==> src/rtl/shift_arb_ctrl_pkg.sv <==
// shift_arb_ctrl_pkg: FSM state encoding and requester indices shared by the shift/arbiter slice.
package shift_arb_ctrl_pkg;
    typedef enum logic [1:0] {IDLE, SHIFT, DONE} state_t;
    localparam logic REQ0 = 1'b0;
    localparam logic REQ1 = 1'b1;
endpackage

==> src/rtl/shift_arb_ctrl_shift_chain.sv <==
// shift_chain: parallel-load left shift register, MSB out, zero fill.
module shift_chain #(
    parameter int WIDTH = 8
) (
    input  logic             clock,
    input  logic             clear,
    input  logic             load,
    input  logic             shift,
    input  logic [WIDTH-1:0] din,
    output logic             msb
);
    logic [WIDTH-1:0] chain;
    always_ff @(posedge clock) begin
        if (!clear) chain <= '0;
        else if (load) chain <= din;
        else if (shift) chain <= {chain[WIDTH-2:0], 1'b0};
    end
    assign msb = chain[WIDTH-1];
endmodule

==> src/rtl/shift_arb_ctrl.sv <==
// shift_arb_ctrl: round-robin arbiter of two requesters feeding one MSB-first serial stream.
module shift_arb_ctrl
    import shift_arb_ctrl_pkg::*;
#(
    parameter int WIDTH = 8
) (
    input  logic             clock,
    input  logic             clear,
    input  logic [1:0]       req,
    input  logic [WIDTH-1:0] data0,
    input  logic [WIDTH-1:0] data1,
    output logic [1:0]       ack,
    output logic             sout,
    output logic             sout_valid,
    input  logic             sout_ready,
    output logic             done,
    output logic             done_id,
    output logic             busy
);
    localparam int CW = $clog2(WIDTH);
    localparam logic [CW-1:0] LAST = CW'(WIDTH - 1);
    state_t state;
    logic [CW-1:0] cnt;
    logic owner, prio, grant, load, shift, msb;
    // prio names the requester that wins a tie; it becomes the loser of the last word
    assign grant = (req == 2'b11) ? prio : (req[REQ1] ? REQ1 : REQ0);
    assign load = (state == IDLE) && (req != 2'b00);
    assign shift = (state == SHIFT) && sout_ready;
    assign sout = sout_valid & msb;
    shift_chain #(.WIDTH(WIDTH)) u_chain (
        .clock(clock),
        .clear(clear),
        .load(load),
        .shift(shift),
        .din(grant ? data1 : data0),
        .msb(msb)
    );
    always_ff @(posedge clock) begin
        if (!clear) begin
            state <= IDLE;
            cnt <= '0;
            owner <= REQ0;
            prio <= REQ0;
            ack <= 2'b00;
            sout_valid <= 1'b0;
            done <= 1'b0;
            done_id <= 1'b0;
            busy <= 1'b0;
        end else begin
            ack <= 2'b00;
            done <= 1'b0;
            case (state)
                IDLE: if (load) begin
                    state <= SHIFT;
                    cnt <= '0;
                    owner <= grant;
                    ack <= grant ? 2'b10 : 2'b01;
                    sout_valid <= 1'b1;
                    busy <= 1'b1;
                end
                SHIFT: if (shift) begin
                    cnt <= (cnt == LAST) ? cnt : cnt + 1'b1;
                    if (cnt == LAST) begin
                        state <= DONE;
                        sout_valid <= 1'b0;
                        done <= 1'b1;
                        done_id <= owner;
                    end
                end
                DONE: begin
                    state <= IDLE;
                    prio <= ~owner;
                    busy <= 1'b0;
                end
                default: state <= IDLE;
            endcase
        end
    end
endmodule

==> config.mk <==
export PLATFORM = sky130hd
export DESIGN_NAME = shift_arb_ctrl
export DESIGN_NICKNAME = d
export VERILOG_FILES = /design/src/rtl/shift_arb_ctrl_pkg.sv /design/src/rtl/shift_arb_ctrl_shift_chain.sv /design/src/rtl/shift_arb_ctrl.sv
export SDC_FILE = /design/constraint.sdc
export NUM_CORES = 1
export LEC_CHECK = 0
export BUFFER_PORTS_ARGS = -buffer_cell sky130_fd_sc_hd__buf_4
export CAP_MARGIN = 20
export CORE_UTILIZATION = 30
export DETAILED_ROUTE_END_ITERATION = 6
export PLACE_DENSITY_LB_ADDON = 0.2
export SYNTH_ARGS = -nofsm -noshare
export SYNTH_HDL_FRONTEND = slang
export SYNTH_SLANG_ARGS = --single-unit
==> constraint.sdc <==
create_clock -name clock -period 1.35 [get_ports clock]
set_input_delay 0.0675 -clock clock [delete_from_list [all_inputs] [get_ports clock]]
set_output_delay 0.0675 -clock clock [all_outputs]
set_load 0.02 [all_outputs]
[Word level (Yosys, flattened, before mapping)]
Cells that the tools add are included.
Word-level totals
  flip-flop bits (word level): 21
  bits in latches: 0
  memory bits (writable): 0
  bits in read-only memories: 0
  input port bits: 21
  output and inout port bits: 7
  logic and storage cells: 56
  memories: 0
Cells by class
  add/sub/neg operators: 1
  multipliers: 0
  divide/modulo/power cells: 0
  magnitude comparators: 0
  eq/ne operators: 8
  shifts and indexed selects: 0
  mux-type cells: 20
  bitwise operators: 2
  reduce and logical (&&, ||, !) cells: 15
Operators with widths (count)
  8-bit 2-to-1 mux: 3
  3-bit AND reduction: 4
  3-bit 2-to-1 mux: 3
  2-bit 2-to-1 mux: 4
  4-bit AND reduction: 2
  2-bit nonzero test: 4
  1-bit 2-to-1 mux: 6
  2-bit inequality test (second input constant): 3
  3-bit case mux with 2 select lines: 1
  2-bit equality test (second input constant): 2
  1-bit case mux with 2 select lines: 2
  2-bit case mux with 2 select lines: 1
  2-bit AND reduction: 2
  3-bit by 1-bit adder with 3-bit output (second input constant): 1
  3-bit equality test (second input constant): 1
  2-bit by 1-bit equality test with 1-bit output (second input constant): 1
  1-bit logical AND: 2
  2-bit zero test: 1
  2-bit by 1-bit inequality test with 1-bit output (second input constant): 1
  1-bit AND: 1
  1-bit NOT: 1

[Longest topological paths before layout]
Gate-level depths: netlist (run 1).
  depth after elaboration: 4
  mapped depth: 6

[Hierarchy]
From an unflattened synthesis (run 1), not the netlist that was laid out.
Second synthesis, totals
  cell total of the unflattened synthesis: 101
  area total of the unflattened synthesis: 1039.7 µm²
By module, submodules not included
  shift_arb_ctrl: times used 1, cells each 66, area an instance 620.6 µm², seq. area each 260.2 µm²
  shift_chain: times used 1, cells each 35, area an instance 419.2 µm², seq. area each 160.2 µm²

[Worst setup path before layout (run 1)]
Ideal clock, no wire load.
  path type: register to register
  from: register cnt[0]
  to: register cnt[0]
  setup time: 75 ps
  data arrival time: 1197 ps
  required time: 1275 ps
  path slack: 78 ps
  cell stages (with the launch flop): 5
  period minus slack after synthesis: 1272 ps
  cell sequence: dfxtp_1 ha_1 ha_1 or3_1 o22ai_1
Between the ends
  longest elaborated chain between the ends: 4
Ends and longest elaborated chain
  start, declared: RTL line shift_arb_ctrl.sv:23  | logic [CW-1:0] cnt;
  start signal, assigned: RTL line shift_arb_ctrl.sv:62  | cnt <= (cnt == LAST) ? cnt : cnt + 1'b1;
  3-bit by 1-bit adder with 3-bit output: RTL line shift_arb_ctrl.sv:62
  3-bit 2-to-1 mux: RTL line shift_arb_ctrl.sv:62
  3-bit 2-to-1 mux: RTL line shift_arb_ctrl.sv:61  | SHIFT: if (shift) begin
  3-bit case mux with 2 select lines: RTL line shift_arb_ctrl.sv:52  | case (state)
Parallel ways exist; a longest one is shown, timed or not. The select of a mux whose other input is x is not followed.
A chain may end at the register's enable or synchronous reset.

[Worst setup path in the final report (run 1)]
  from: register cnt[0]
  to: register cnt[2]
Same word-level chain as after synthesis.

==> results of run 1 <==
## logic make-up (layout without fill, tap and decap cells)
kind of cell / after synthesis / after routing / share of synthesized area, %
flops: 21 / 21 / 40.78
buf+inv: 22 / 56 / 8.616
compound gates: 39 / 39 / 29.49
mux: 2 / 2 / 1.942
fa+ha+maj: 2 / 2 / 2.427
simple gates: 34 / 34 / 16.75
## sequential cells by signal (all words and copies together) (netlist names)
signal         flops
done               1
busy               1
state              2
ack                2
owner              1
cnt                3
prio               1
u_chain.chain      8
done_id            1
sout_valid         1
## worst max path at each step
stage / startpoint / cells after the start / end / slack, ns
floorplan: cnt[0] / 4 / cnt[0] / 0.08
global placement: cnt[0] / 4 / cnt[1] / 0.04
detailed placement: cnt[0] / 4 / cnt[1] / 0.00008
CTS: cnt[0] / 4 / cnt[0] / 0.02
global route: cnt[0] / 4 / cnt[1] / 0.0004
finish: cnt[0] / 4 / cnt[2] / 0.04
## where the power goes
group          internal [W]  total, W  switching, W
clock              0.000115  0.000307      0.000191
combinational      0.000130  0.000258      0.000129
sequential         0.000655  0.000677     0.0000214
## cells in the mapped netlist
cell        n
dfxtp_1    21
inv_1      15
a21oi_1    14
nand2_1     9
a211oi_1    7
nor2_1      7
o32ai_1     7
nor2b_1     4
o22ai_1     4
and2_1      3
clkbuf_1    3
buf_2       2
ha_1        2
mux2i_1     2
nand2b_1    2
nor2_2      2
nor3b_1     2
a21boi_2    1
and3_1      1
buf_4       1
inv_2       1
nand3_1     1
nor3_1      1
o211a_1     1
o21ai_4     1
o221a_2     1
o2bb2ai_1   1
o31ai_4     1
o32ai_2     1
or2_2       1
or3_1       1
## metal layers
layer,track usage [%],routed length (µm),vias up
li1,-,-,492
met1,19.35,1197,420
met2,25.27,1212,21
met3,1.919,88,2
met4,6.818,21,0
met5,0,0,-
## through the flow
stage	setup slack, ns	cell area, µm²
3_3_place_gp	0.04472	1320
4_1_cts	0.02219	1363
6_report	0.03601	1414
5_1_grt	0.0003554	1414
3_5_place_dp	0.00007938	1320
2_1_floorplan	0.07795	1031
## final cells by class
cell class | count | area share (%)
repair buffers | 36 | 19.11
well taps | 44 | 3.894
flip-flops and latches | 21 | 29.91
clock buffers | 4 | 1.858
multi-input cells | 77 | 40.97
inverters | 16 | 4.248
## timing repair
item                                    in CTS  in global routing
pin swaps                                    0                  2
gates cloned                                 0                  0
resized for setup                            3                 10
endpoints found under the setup margin       3                 12
buffers inserted                             1                  0
==> summary.md, run 1 <==
| Metric | Value |
|---|---|
| Outcome | `completed` |
| Die X | `roughly 61 µm` |
| Register area share after synthesis | `between 40 and 50%` |
| Critical path class | `flip-flop to flip-flop` |
| Synthesized Nets | `between 100 and 150` |
| Cell Area, Synth | `1031 µm²` |
| CP Data Arrival Time | `1.55 ns` |
| Worst EP required | `around 1.6 ns` |
| Drt initial violations | `26` |
| Remaining Overflow, GRT | `0` |
| Achievable frequency | `761.0 MHz` |
| Die area | `3675 µm²` |
| Clock skew | `0.009325 ns` |
| Commonest non-fill, non-tap cell in the layout | `buf_4` |
| Clk slew on worst S/H paths | `between 0.1 and 0.15 ns` |
| Die height | `just over 60 µm` |
| Vias in the first global route | `just under 900` |
| Final hold vios | `0` |
| Register bit total from synthesis | `21` |
| DP Cell Count | `193` |
| Share of layout cells above drive strength 1 | `37.66%` |
| Vias/cell | `~4.7` |
| Hold path cells | `2` |
| Dominant cell type by area after synthesis | `dfxtp_1` |
| Post-route core utilization | `about 45%` |
| Port Buffers | `27` |
| Synth top area cells | `dfxtp_1, a21oi_1, o32ai_1` |
| Worst min path class | `input port to flip-flop` |
| Power per cell area | `around 880 nW/µm²` |
| Clock latency on the worst-skew pair | `0.30 ns` |
| CTS tree | `built` |
| GRT Resource Usage Total | `about 15%` |
| Number of antenna diodes | `0` |
| Routed len/inst | `~13 µm` |
| Worst Hold End | `sout_valid` |
| Area Overhead vs Synth | `37.14%` |
| Layout Cells excl Fill | `between 150 and 200` |
| RR Startpoint | `cnt[0]` |
| Worst-case reg-to-reg path depth | `4` |
| CTS sink count | `21` |
| Routability cong. | `0.6555` |
| Synth top area share | `between 40% and 50%` |
| Critical path's most frequent cell | `ha_4` |
| Cell chain of the critical path | `ha_4 -> ha_4 -> or3_4 -> o22ai_1` |
| Max-cap violations | `0` |
| CP Max Fanout | `3` |
| CP bufs+invs | `0` |
| Worst hold slack | `~0.093 ns` |
| CP top delay family | `simple AND/OR/NAND/NOR gates` |
| Critical path endpoint category | `flip-flop` |
| CTS buffer count | `3` |
| CP Launch Type | `flip-flop` |
| Synth unique cells | `31` |
| DR vias | `roughly 940` |
| Final period util | `between 90% and 100%` |
| Post-DRT Antenna Nets | `0` |
| Fill cell total of the finished layout | `between 300 and 400` |
| Slowest CP cell | `or3_4` |
| Register Area | `approximately 420 µm²` |
| Lkg Pwr | `0.5993 nW` |
| Io pins | `28` |
| Warnings from Yosys | `0` |
| R2r setup slk | `about 0.036 ns` |
| Final Routed Wirelength | `2.519 mm` |
| First-pass DRT Iterations | `4` |
| Drt drc | `0` |
| H-tree depth | `1` |
| Pin count of the biggest net entering global routing | `16` |
| Rel. slew slack | `74.03%` |
| Initial core utilization | `between 30% and 40%` |
| Clk root buf | `clkbuf_4` |
| Setup Viol. Count Final | `0` |
| Max clock buf depth | `2` |
| RSZ-0062 raised after global routing | `no` |
| Hold Crit Start | `clear` |
| TNS Setup | `0 ns` |
| Worst Tran Pin Value | `roughly 0.39 ns` |
| RR Endpoint | `cnt[2]` |
| Slew Limit Fails | `0` |
| Initial antenna violation count | `0` |
| Most frequent cells in the layout | `buf_4, dfxtp_1, inv_1` |
| Multi-input logic area | `approximately 580 µm²` |
| Max IR drop VDD | `between 0.4 and 0.5 mV` |
| Mean Syn Cell Area | `roughly 8.6 µm²` |
| Pwr Total | `0.001242 W` |
| First-pass GRT wire length | `between 4 and 5 mm` |
| Core box area | `3153 µm²` |
| Slowest cell delay on critical path | `around 0.4 ns` |
| Nets | `approximately 180` |
| DP HPWL | `about 1.8 mm` |
| Syn Inst Count | `120` |
| FP Rows | `20` |
| Min Clock Period, post-route | `about 1.3 ns` |
| Hold_buf cts | `0` |
Power figures use the tool's default switching activity.
==> inputs of run 2 (changes only) <==
--- a/config.mk
+++ b/config.mk
@@ -8,7 +8,8 @@
 export BUFFER_PORTS_ARGS = -buffer_cell sky130_fd_sc_hd__buf_4
 export CAP_MARGIN = 20
+export CORE_MARGIN = 2
 export CORE_UTILIZATION = 30
 export DETAILED_ROUTE_END_ITERATION = 6
-export PLACE_DENSITY_LB_ADDON = 0.2
+export PLACE_DENSITY = 0.56
 export SYNTH_ARGS = -nofsm -noshare
 export SYNTH_HDL_FRONTEND = slang
==> constraint.sdc (replaced) <==
create_clock -name clock -period 1.35 [get_ports clock]
set_input_delay 0.135 -clock clock [delete_from_list [all_inputs] [get_ports clock]]
set_output_delay 0.135 -clock clock [all_outputs]
set_load 0.02 [all_outputs]
==> run 2 against run 1 <==
- critical path type unchanged
- clock-buffer cell count stayed put
- critical endpoint unchanged
- clock power is 3% lower
- register-to-register slack better by 0.03 ns
==> summary.md, run 2 (synthesized netlist as in run 1, its figures left out) <==
| Metric | Value |
|---|---|
| Critical path endpoint category | `flip-flop` |
| TNS Setup | `0 ns` |
| Achievable frequency | `between 700 and 800 MHz` |
| Die height | `around 63 µm` |
| Post-DRT Antenna Nets | `0` |
| Routability cong. | `0.6875` |
| Worst min path class | `input port to flip-flop` |
| Area Overhead vs Synth | `35.44%` |
| Fill cell total of the finished layout | `around 380` |
| Vias/cell | `4.822` |
| Port Buffers | `27` |
| DR vias | `950` |
| Top reg by flops | `u_chain.chain` |
| Max-cap violations | `0` |
| Pin count of the biggest net entering global routing | `16` |
| CP Max Fanout | `3` |
| Max clock buf depth | `2` |
| First-pass GRT wire length | `roughly 4.6 mm` |
| Final period util | `around 95%` |
| Drt drc | `0` |
| Commonest non-fill, non-tap cell in the layout | `buf_4` |
| Most frequent cells in the layout | `buf_4, dfxtp_1, inv_1` |
| FP Rows | `21` |
| Initial core utilization | `~31%` |
| Clock skew | `0.003091 ns` |
| Slew Limit Fails | `0` |
| CTS buffer count | `3` |
| Share of layout cells above drive strength 1 | `between 30% and 40%` |
| CTS tree | `built` |
| Max IR drop VDD | `0.3270 mV` |
| Power per cell area | `884.1 nW/µm²` |
| Final Routed Wirelength | `roughly 2.5 mm` |
| Outcome | `completed` |
| Die area | `between 3000 and 4000 µm²` |
| Initial antenna violation count | `0` |
| DP Cell Count | `approximately 190` |
| Clk root buf | `clkbuf_4` |
| Worst Tran Pin Value | `approximately 0.38 ns` |
| Min Clock Period, post-route | `about 1.3 ns` |
| RSZ-0062 raised after global routing | `no` |
| Setup Viol. Count Final | `0` |
| DP HPWL | `about 1.9 mm` |
| Remaining Overflow, GRT | `0` |
| Core box area | `roughly 3300 µm²` |
| Lkg Pwr | `around 0.59 nW` |
| Clk slew on worst S/H paths | `approximately 0.11 ns` |
| Top flop regs | `u_chain.chain x8, cnt x3` |
| Routed len/inst | `~13 µm` |
| First-pass DRT Iterations | `4` |
| Number of antenna diodes | `0` |
| Worst EP required | `~1.6 ns` |
| Critical path class | `flip-flop to flip-flop` |
| Nets | `roughly 180` |
| Io pins | `28` |
| Die X | `62.62 µm` |
| Clock latency on the worst-skew pair | `around 0.29 ns` |
| Drt initial violations | `65` |
| CTS sink count | `21` |
| H-tree depth | `1` |
| GRT Resource Usage Total | `between 10% and 20%` |
| CP Data Arrival Time | `about 1.5 ns` |
| CP Launch Type | `flip-flop` |
| Final hold vios | `0` |
| Layout Cells excl Fill | `slightly below 200` |
| Rel. slew slack | `74.81%` |
| Hold_buf cts | `0` |
| Vias in the first global route | `between 1,000 and 1,500` |
| Max reg flops | `8` |
run 2: cell types whose count changed in the layout (fill, tap and decap cells not counted), sizes merged:
cell / change
buf: -3
run 2: per-layer routing:
metal  up-vias  global-route usage, %  part of all wire (%)
met4         0                  5.278                  0.85
met2        22                  25.40                    48
met5         -                      0                     0
li1        485                      -                     -
met1       441                  16.59                    46
met3         2                  3.063                   5.0
run 2: timing repair:
action | CTS | global route
gates resized for setup | 5 | 10
pin swaps | 0 | 3
setup endpoints to repair | 3 | 10
setup buffers | 1 | 0
run 2: final cells by class:
cell class | instances | area (µm²) | area share (%)
multi-input combinational | 77 | 580.6 | 41.58
timing repair buffer | 33 | 247.7 | 17.74
sequential | 21 | 424.2 | 30.38
tap | 46 | 57.56 | 4.122
clock buffer | 4 | 26.28 | 1.882
inverter | 16 | 60.06 | 4.301
run 2: through the flow:
step                hold WS (ns)  setup WS (ns)  power (W)  util, %  area, µm²
floorplan                 0.2916        0.07795  0.0008321        -       1031
global placement          0.4424        0.04809  0.0009234    39.27       1300
detailed placement        0.4510       -0.02149  0.0009313    39.27       1300
CTS                       0.1430        0.01482   0.001244    40.93       1355
global route              0.1365       0.006411   0.001310    42.18       1396
finish                    0.1460        0.06180   0.001235    42.18       1396
run 2: final timing paths:
kind	from	end	slack [ns]	cells after the start
worst min register to register	u_chain.chain[7]	u_chain.chain[7]	0.46	2
worst max-delay path	cnt[0]	cnt[2]	0.06	4
worst max register to register	cnt[0]	cnt[2]	0.06	4
worst min-delay path	clear	prio	0.15	2
run 2: where the power goes:
group / internal [W] / leakage [nW] / total, W / switching, W
clock: 0.000115 / 0.0150 / 0.000297 / 0.000182
combinational: 0.000130 / 0.406 / 0.000261 / 0.000132
sequential: 0.000656 / 0.174 / 0.000676 / 0.0000202
total: 0.000900 / 0.594 / 0.00123 / 0.000334
run 2: worst max-delay path, stage by stage (launching register included):
cell     delay [ns]
dfxtp_2        0.34
ha_1           0.19
ha_2           0.18
or3_4          0.35
o22ai_2        0.16
